<file path="src/rtl/jtobj_linescan.sv">
// rtl/jtobj_linescan.sv - per-line object table scanner emitting tile draw requests
// Build macro JTOBJ_DEBUG_SKIP_EN: treat the object at index debug_bus as disabled.

module jtobj_linescan #(
    parameter int         OBJW     = 8,
    parameter int         VW       = 10,
    parameter int         ZW       = 10,
    parameter int         MAXT     = 32,
    parameter logic [8:0] LINE_MIN = 9'h010,
    parameter logic [8:0] LINE_MAX = 9'h0F0
) (
    input  logic            rst,
    input  logic            clk,
    input  logic            cen,
    input  logic            hs,
    input  logic [8:0]      vdump,
    input  logic [1:0]      gflip,
    output logic [OBJW+2:0] tbl_addr,
    input  logic [15:0]     tbl_data,
    output logic            obj_valid,
    input  logic            obj_ready,
    output logic [15:0]     code,
    output logic [7:0]      attr,
    output logic [VW-1:0]   hpos,
    output logic [3:0]      ysub,
    output logic            hflip,
    output logic            vflip,
    output logic            line_ovf,
    output logic            line_late,
    input  logic [7:0]      debug_bus
);

    localparam int PW = VW + ZW;

    typedef enum logic [3:0] {
        IDLE, RD0, RD1, RD2, RD3, RD4, CALC, EMIT, NEXT
    } state_t;

    state_t          st, st_nxt;
    logic            hs_l;
    logic [8:0]      line_r;
    logic [OBJW-1:0] obj_idx, obj_nxt;
    logic [7:0]      tile_cnt;
    logic [2:0]      step;
    logic [1:0]      vsz_r, hsz_r;
    logic            vf_r, hf_r, vf_eff_r, hf_eff_r;
    logic [7:0]      attr_r;
    logic [15:0]     code_r;
    logic [VW-1:0]   y_r, x_r;
    logic [ZW-1:0]   vzoom_r;
    logic [3:0]      ysub_r;
    logic            ovf_r, late_r;

    logic            line_start, accept, skip, inzone, last_col;
    logic            ovf_hit, late_hit;
    logic [2:0]      rd_word;
    logic [VW-1:0]   diff, x_calc;
    logic [PW-1:0]   prod, ydiff, zone_lim;
    logic [2:0]      vmask, hmask, row, col, odd_sum, even_sum;
    logic            vf_eff;
    logic [15:0]     code_calc;
    logic [3:0]      ysub_calc;

    assign line_start = cen && hs && !hs_l && (vdump >= LINE_MIN) && (vdump < LINE_MAX);
    assign obj_valid  = (st == EMIT) && !line_start;
    assign accept     = obj_valid && obj_ready && cen;

`ifdef JTOBJ_DEBUG_SKIP_EN
    assign skip = !tbl_data[15] || (obj_idx == debug_bus[OBJW-1:0]);
    logic unused_bits;
    assign unused_bits = tbl_data[14];
`else
    assign skip = !tbl_data[15];
    logic unused_bits;
    assign unused_bits = ^{tbl_data[14], debug_bus};
`endif

    // Vertical zone test with zoom; the product is two's complement, so a
    // negative diff is rejected by its sign bit rather than by the compare.
    always_comb begin
        diff      = VW'(line_r) - y_r;
        prod      = {{ZW{diff[VW-1]}}, diff} * {{VW{1'b0}}, vzoom_r};
        ydiff     = prod >> 6;
        zone_lim  = PW'(16) << vsz_r;
        inzone    = !diff[VW-1] && (ydiff < zone_lim);
        vmask     = (3'd1 << vsz_r) - 3'd1;
        vf_eff    = vf_r ^ gflip[1];
        row       = (ydiff[6:4] ^ {3{vf_eff}}) & vmask;
        odd_sum   = {code_r[5], code_r[3], code_r[1]} + row;
        code_calc = code_r;
        code_calc[5] = odd_sum[2];
        code_calc[3] = odd_sum[1];
        code_calc[1] = odd_sum[0];
        ysub_calc = ydiff[3:0] ^ {4{vf_eff}};
        x_calc    = gflip[0] ? (VW'(0) - x_r) : x_r;
    end

    // Column bits are merged into the even code slots from the live step
    // counter, so everything stays frozen while the drawer stalls.
    always_comb begin
        hmask    = (3'd1 << hsz_r) - 3'd1;
        col      = step ^ ({3{hf_eff_r}} & hmask);
        even_sum = {code_r[4], code_r[2], code_r[0]} + col;
        last_col = (step == hmask);
        code     = code_r;
        code[4]  = even_sum[2];
        code[2]  = even_sum[1];
        code[0]  = even_sum[0];
        hpos     = x_r + VW'({step, 4'b0000});
    end

    assign attr      = attr_r;
    assign ysub      = ysub_r;
    assign hflip     = hf_eff_r;
    assign vflip     = vf_eff_r;
    assign line_ovf  = ovf_r;
    assign line_late = late_r;

    always_comb begin
        st_nxt   = st;
        obj_nxt  = obj_idx;
        ovf_hit  = 1'b0;
        late_hit = 1'b0;
        if (line_start) begin
            st_nxt   = RD0;
            obj_nxt  = '0;
            late_hit = (st != IDLE);
        end else if (cen) begin
            case (st)
                RD0:  st_nxt = skip ? NEXT : RD1;
                RD1:  st_nxt = RD2;
                RD2:  st_nxt = RD3;
                RD3:  st_nxt = RD4;
                RD4:  st_nxt = CALC;
                CALC: st_nxt = inzone ? EMIT : NEXT;
                EMIT: begin
                    if (accept) begin
                        if (tile_cnt + 8'd1 == 8'(MAXT)) begin
                            ovf_hit = 1'b1;
                            st_nxt  = IDLE;
                        end else if (last_col) begin
                            st_nxt = NEXT;
                        end
                    end
                end
                NEXT: begin
                    obj_nxt = obj_idx + OBJW'(1);
                    st_nxt  = (obj_nxt == '0) ? IDLE : RD0;
                end
                default: st_nxt = IDLE;
            endcase
        end
    end

    // The RAM answers one cen cycle late, so the address follows the
    // state being entered rather than the current one.
    always_comb begin
        case (st_nxt)
            RD1:     rd_word = 3'd1;
            RD2:     rd_word = 3'd2;
            RD3:     rd_word = 3'd3;
            RD4:     rd_word = 3'd4;
            default: rd_word = 3'd0;
        endcase
        tbl_addr = {obj_nxt, rd_word};
    end

    always_ff @(posedge clk or posedge rst) begin
        if (rst) begin
            st       <= IDLE;
            hs_l     <= 1'b0;
            line_r   <= '0;
            obj_idx  <= '0;
            tile_cnt <= '0;
            step     <= '0;
            vsz_r    <= '0;
            hsz_r    <= '0;
            vf_r     <= 1'b0;
            hf_r     <= 1'b0;
            vf_eff_r <= 1'b0;
            hf_eff_r <= 1'b0;
            attr_r   <= '0;
            code_r   <= '0;
            y_r      <= '0;
            x_r      <= '0;
            vzoom_r  <= '0;
            ysub_r   <= '0;
            ovf_r    <= 1'b0;
            late_r   <= 1'b0;
        end else if (cen) begin
            hs_l    <= hs;
            st      <= st_nxt;
            obj_idx <= obj_nxt;
            ovf_r   <= ovf_hit;
            late_r  <= late_hit;
            if (line_start) begin
                line_r   <= vdump;
                tile_cnt <= '0;
            end else begin
                case (st)
                    RD0: {vsz_r, hsz_r, vf_r, hf_r, attr_r} <= tbl_data[13:0];
                    RD1: code_r  <= tbl_data;
                    RD2: y_r     <= tbl_data[VW-1:0];
                    RD3: x_r     <= tbl_data[VW-1:0];
                    RD4: vzoom_r <= tbl_data[ZW-1:0];
                    CALC: begin
                        code_r   <= code_calc;
                        ysub_r   <= ysub_calc;
                        x_r      <= x_calc;
                        vf_eff_r <= vf_eff;
                        hf_eff_r <= hf_r ^ gflip[0];
                        step     <= '0;
                    end
                    EMIT: begin
                        if (accept) begin
                            tile_cnt <= tile_cnt + 8'd1;
                            step     <= step + 3'd1;
                        end
                    end
                    default: ;
                endcase
            end
        end
    end

endmodule

</file>
<file path="config.mk">
export PLATFORM = sky130hd
export DESIGN_NAME = jtobj_linescan
export DESIGN_NICKNAME = d
export VERILOG_FILES = /design/src/rtl/jtobj_linescan.sv
export SDC_FILE = /design/constraint.sdc
export NUM_CORES = 1
export LEC_CHECK = 0
export ABC_AREA = 1
export BUFFER_PORTS_ARGS = -buffer_cell sky130_fd_sc_hd__buf_2
export CAP_MARGIN = 20
export CORE_MARGIN = 1.5
export CORE_UTILIZATION = 30
export DETAILED_ROUTE_END_ITERATION = 16
export PLACE_DENSITY = 0.44
export SLEW_MARGIN = 0
export SYNTH_ARGS = -nofsm -noshare
export SYNTH_HDL_FRONTEND = slang
export SYNTH_SLANG_ARGS = --single-unit
</file>
<file path="constraint.sdc">
create_clock -name clk -period 17.22 [get_ports clk]
set_input_delay 3.444 -clock clk [delete_from_list [all_inputs] [get_ports clk]]
set_output_delay 3.444 -clock clk [all_outputs]
set_load 0.02 [all_outputs]
</file>
==> impl_metrics.py, run 1 <==
metrics = {
    "run_status": {
        "outcome": "completed",
    },
    "critical_path": {
        "end_kind": "primary output",
        "slowest_delay_ps": 550,
        "cpMostUsedCell": "nand2_1",
        "slowest_stage": "fa_1",
        "worstPathRequired_ps": 13780,
        "r2r_setup_slack_ps": 9290,
        "crit_type": "register to primary output",
        "crit_path_max_fanout": 8,
        "cp_data_arrival_time_ps": 8530,
        "start_kind": "register",
    },
    "hold_path": {
        "hold_class": "register to register",
    },
    "cells_and_area": {
        "syn_to_final_growth_pct": 11.0,
        "diodes": 0,
        "layout.cells.non_filler": 1672,
        "nets": 1459,
        "drive_above_1_share": 0.125,
    },
    "placed_design": {
        "gp_congestion": 0.831,
        "placed_cells": 1656,
        "hpwl_mm": 20.0,
        "portBuffers": 85,
        "pre_cts_slack_ps": 5580,
    },
    "timing": {
        "rsz0062_at_grt": "false",
        "worst_slew_pin_slew_ps": 1010,
        "fmax_mhz": 83.5,
        "tns_ps": 0,
        "worst_clock_skew_ps": 7.56,
        "setup_violations": 0,
        "hold_ws_ps": 482,
        "slew_headroom": 0.327,
        "hold_viol": 0,
        "report.final.slew_viol_count": 0,
        "period_share": 0.695,
        "fin_ws_ps": 5250,
        "fin_crit_ps": 11970,
    },
    "synth": {
        "yosys_warnings": 0,
        "synthXorXnorAreaFrac": 0.0409,
        "synthDistinctLibCells": 51,
        "async_reset_ff_frac": 1.00,
        "syn_avg_cell_area_um2": 7.75,
        "synth_edf_count": 0,
        "synthAdderAreaFrac": 0.250,
        "synth_compound_area_frac": 0.0942,
        "synth_top_family_by_area": "adder cells",
        "synth_nets": 1401,
        "ys_seq_area_frac": 0.269,
        "synthSimpleGateAreaFrac": 0.231,
        "synth_area_um2": 9400,
        "ys_ff_latch": 101,
        "syn_inst": 1213,
        "synth_mux_area_frac": 0.00120,
        "synthFlopType": "dfrtp_1",
    },
    "floorplan": {
        "core-area_um2": 30700,
        "dieWidth_um": 180,
        "fp.dieArea_um2": 32400,
        "io_pins": 94,
        "chipHeight_um": 180,
        "core.rowCount": 64,
        "start_util": 0.306,
    },
    "route": {
        "highest_layer": "met4",
        "m1WireLength_mm": 12.0,
        "drt_iter0_markers": 310,
        "drt-total-wl_mm": 25.2,
        "met2_length_mm": 12.2,
        "post-route-drc-count": 0,
        "viasPerCell": 4.60,
        "wl_met3_um": 670,
        "ant_nets": 0,
        "wl_per_cell_um": 15.1,
        "drtPass1Iterations": 5,
        "num_vias": 7684,
    },
    "clocking": {
        "cts.sinks": 101,
        "clkTransAtPathRegs_ps": 70,
        "post_cts_buffers": 0,
        "tritoncts": "done",
        "htreeDepth": 3,
        "clkLatencyLatePin_ps": 370,
        "clockRootBuffer": "clkbuf_16",
        "cts_resized": 0,
        "cts_hold_buf": 0,
        "clockBufferDepth": 2,
        "cts_buffers": 9,
    },
    "grt": {
        "antenna_found_initial": 0,
        "grt.overflow.total": 0,
        "grt_pass1_wl_mm": 41.9,
        "grt_pass1_vias": 7717,
        "grt_use_total": 0.163,
        "grt_max_degree": 57,
    },
    "flow_run": {
        "max-cap-violations": 0,
    },
}
## metrics by stage
step | area, um2 | util
global route | 10400 | 0.340
floorplan | 9400 | -
finish | 10400 | 0.340
detailed placement | 10100 | 0.330
global placement | 10100 | 0.330
CTS | 10400 | 0.340
## Yosys cell counts (all sizes together) (8+ instances only)
cell type	instances	area, um2
nor2	108	435
nor3	14	85.1
nand3	47	268
clkbuf	20	75.1
o21ai	88	444
ha	82	1030
nand2	305	1210
inv	219	827
nand4	8	62.6
fa	66	1320
xor2	32	288
a21oi	47	246
xnor2	11	96.3
dfrtp	101	2530
o31ai	8	60.1
buf	21	158
## critical path, delay by kind of cell (launching register included)
kind | cells | cell delay, ps
flip-flops | 1 | 320
buffers and inverters | 8 | 750
AND/OR/NAND/NOR | 18 | 1830
AO/OA/AOI/OAI | 6 | 890
adder cells (fa/ha/maj) | 9 | 3910
XOR/XNOR | 2 | 430
## final timing paths
check,start,to,cells past startpoint
max,line_r[0],tbl_addr[1],43
min,code_r[14],code_r[14],2
max reg2reg,line_r[0],st[3],41
min reg2reg,code_r[14],code_r[14],2
max in group asynchronous,rst,code_r[1],3
min in group asynchronous,rst,st[2],2
## cells by family (layout without fill, tap and decap cells)
logic type | after synthesis | count (layout)
flops | 101 | 101
xor+xnor | 43 | 43
compound gates | 161 | 161
mux | 1 | 1
simple gates | 496 | 496
fa+ha+maj | 148 | 148
buf+inv | 263 | 326
## state kept, by name, summed over array words and instances, names as in the netlist
signal	cells
line_ovf	1
vzoom_r	10
obj_idx	8
vflip	1
code_r	16
hf_r	1
line_r	9
hs_l	1
y_r	10
step	3
hsz_r	2
vsz_r	2
attr	8
tile_cnt	8
ysub	4
line_late	1
st	4
hflip	1
vf_r	1
x_r	10
## cells in the final DEF (no fill, tap or decap), types with 4 or more instances in the layout
cell type  count
nand2_2       15
nand3_2        4
nor2_2         6
nor2_1       100
nand2_4        4
fa_1          66
o21ai_0       83
xor2_1        31
nor3_1        11
inv_1        212
or2_2          4
buf_2         85
nand2_1      286
nand4_1        6
o31ai_1        8
clkbuf_16      9
ha_1          82
inv_2          4
nand3_1       42
dfrtp_1      101
a21oi_1       44
o21ai_1        4
xnor2_1       11
## area by class of cell
type	count	area [um2]
clock buffer	10	229
clock inverter	6	87.6
fill	3322	20200
inverter	222	841
multi-input combinational	849	5800
sequential	101	2530
tap	396	495
timing repair buffer	88	448
## routing by layer
metal	GRT usage	up-vias
li1	-	3884
met1	0.219	3680
met2	0.276	103
met3	0.0194	17
met4	0.0463	0
met5	0	-
Power of run 1 is not shown: default switching activity piles up to over one toggle a cycle in this logic, so the estimate is an artifact.
==> inputs of run 2 (changes only) <==
clock period = 11.4 ns   (was 17.22 ns; I/O delays follow)
==> run 2 against run 1 <==
Via count up 0.42%. Register-to-register slack worse by 5600 ps. Worst hold slack worse by 4.6 ps. Largest cell class unchanged. Critical path type unchanged. First-iteration DRC count up 0.32%. Sequential share of layout area about the same.
==> impl_metrics.py, run 2 (synthesis results as in run 1) <==
metrics = {
    "clocking": {
        "cts_buffers": 9,
        "htreeDepth": 3,
        "clkLatencyLatePin_ps": 360,
        "cts_hold_buf": 0,
        "tritoncts": "done",
        "clockBufferDepth": 2,
        "clockRootBuffer": "clkbuf_16",
        "clkTransAtPathRegs_ps": 70,
        "cts.sinks": 101,
    },
    "cells_and_area": {
        "regArea_um2": 2530,
        "nFillCells": 3310,
        "syn_to_final_growth_pct": 11.2,
        "diodes": 0,
        "multi_input_area_um2": 5800,
        "fin_area_um2": 10400,
        "largest-register": "code_r",
        "final_cell_mix": "286 x nand2_1, 211 x inv_1, 101 x dfrtp_1, 100 x nor2_1, 85 x buf_2",
        "nets": 1462,
        "drive_above_1_share": 0.127,
        "layout.cells.non_filler": 1675,
        "largest_reg_flops": 16,
        "final_common_cell": "nand2_1",
    },
    "timing": {
        "report.final.slew_viol_count": 0,
        "rsz0062_at_grt": "false",
        "period_share": 0.933,
        "worst_clock_skew_ps": 7.16,
        "worst_slew_pin_slew_ps": 753,
        "setup_violations": 0,
        "hold_ws_ps": 477,
        "fmax_mhz": 94.0,
        "slew_headroom": 0.497,
        "tns_ps": 0,
        "fin_crit_ps": 10630,
        "hold_viol": 0,
    },
    "route": {
        "ant_nets": 0,
        "drtPass1Iterations": 4,
        "drt-total-wl_mm": 25.1,
        "viasPerCell": 4.61,
        "drt_iter0_markers": 311,
        "num_vias": 7716,
        "post-route-drc-count": 0,
        "wl_per_cell_um": 15.0,
    },
    "grt": {
        "grt_max_degree": 56,
        "grt_pass1_vias": 7813,
        "grt_use_total": 0.162,
        "antenna_found_initial": 1,
        "grt_pass1_wl_mm": 41.8,
        "grt.overflow.total": 0,
    },
    "floorplan": {
        "core.rowCount": 64,
        "io_pins": 94,
        "start_util": 0.306,
        "core-area_um2": 30700,
        "dieWidth_um": 180,
        "chipHeight_um": 180,
        "fp.dieArea_um2": 32400,
    },
    "placed_design": {
        "portBuffers": 85,
        "placed_cells": 1659,
        "gp_congestion": 0.839,
        "hpwl_mm": 19.9,
        "placed_cell_area_um2": 10100,
    },
    "critical_path": {
        "cpMostUsedCell": "nand2_1",
        "r2r_setup_slack_ps": 3640,
        "crit_type": "register to primary output",
        "slowest_delay_ps": 540,
        "timing.rr.end": "st[3]",
        "cp_top_family": "adder cells",
        "slowest_stage": "fa_1",
        "r2r_cells": 41,
        "end_kind": "primary output",
        "worst-path-buf-inv": 7,
        "start_kind": "register",
        "r2r-start": "line_r[0]",
        "cp_data_arrival_time_ps": 8350,
        "worstPathRequired_ps": 9120,
        "crit_path_max_fanout": 4,
    },
    "run_status": {
        "outcome": "completed",
    },
    "flow_run": {
        "max-cap-violations": 0,
    },
    "hold_path": {
        "hold_path_end": "ysub[0]",
        "holdPathStages": 2,
        "hp-start": "ysub[0]",
        "hold_class": "register to register",
    },
}
run 2: worst max-delay path by stage:
stage	startpoint	end	slack (ps)	cells after the start
after CTS	line_r[0]	tbl_addr[1]	550	42
after detailed placement	line_r[0]	tbl_addr[1]	1000	42
after global routing	line_r[0]	tbl_addr[0]	10	43
after floorplan	y_r[0]	tbl_addr[2]	1700	39
final	line_r[0]	tbl_addr[1]	770	43
after global placement	line_r[0]	tbl_addr[0]	1000	42
run 2: worst reg2reg max path: cells and delay by family (launching register included):
kind                     cells  cell delay [ps]
adder cells (fa/ha/maj)      9             3900
AND/OR/NAND/NOR             16             1620
AO/OA/AOI/OAI                7             1000
buffers and inverters        7              490
XOR/XNOR                     2              350
flip-flops                   1              320
run 2: per-stage QoR:
step	util	worst slack, ps
2_1_floorplan	-	1700
6_report	0.341	767
3_5_place_dp	0.330	1000
5_1_grt	0.341	10.6
3_3_place_gp	0.330	996
4_1_cts	0.340	553
run 2: routing by layer:
metal,track usage,share of wire,vias to the layer above
met5,0,0,-
met4,0.0393,0.013,0
met3,0.0197,0.028,19
met2,0.278,0.49,112
met1,0.218,0.47,3699
li1,-,-,3886
run 2: final cells by class:
class / instances / share of cell area
Tap cell: 396 / 0.0474
Clock buffer: 11 / 0.0223
Timing Repair Buffer: 91 / 0.0450
Inverter: 222 / 0.0805
Sequential cell: 101 / 0.242
Clock inverter: 5 / 0.00719
Multi-Input combinational cell: 849 / 0.556
run 2: repair_timing:
action	CTS	global route
endpoints found under the hold margin	0	0
resized for setup	0	2
setup buffers	0	0
setup endpoints to repair	0	3
Power of run 2 is left out for the same reason.
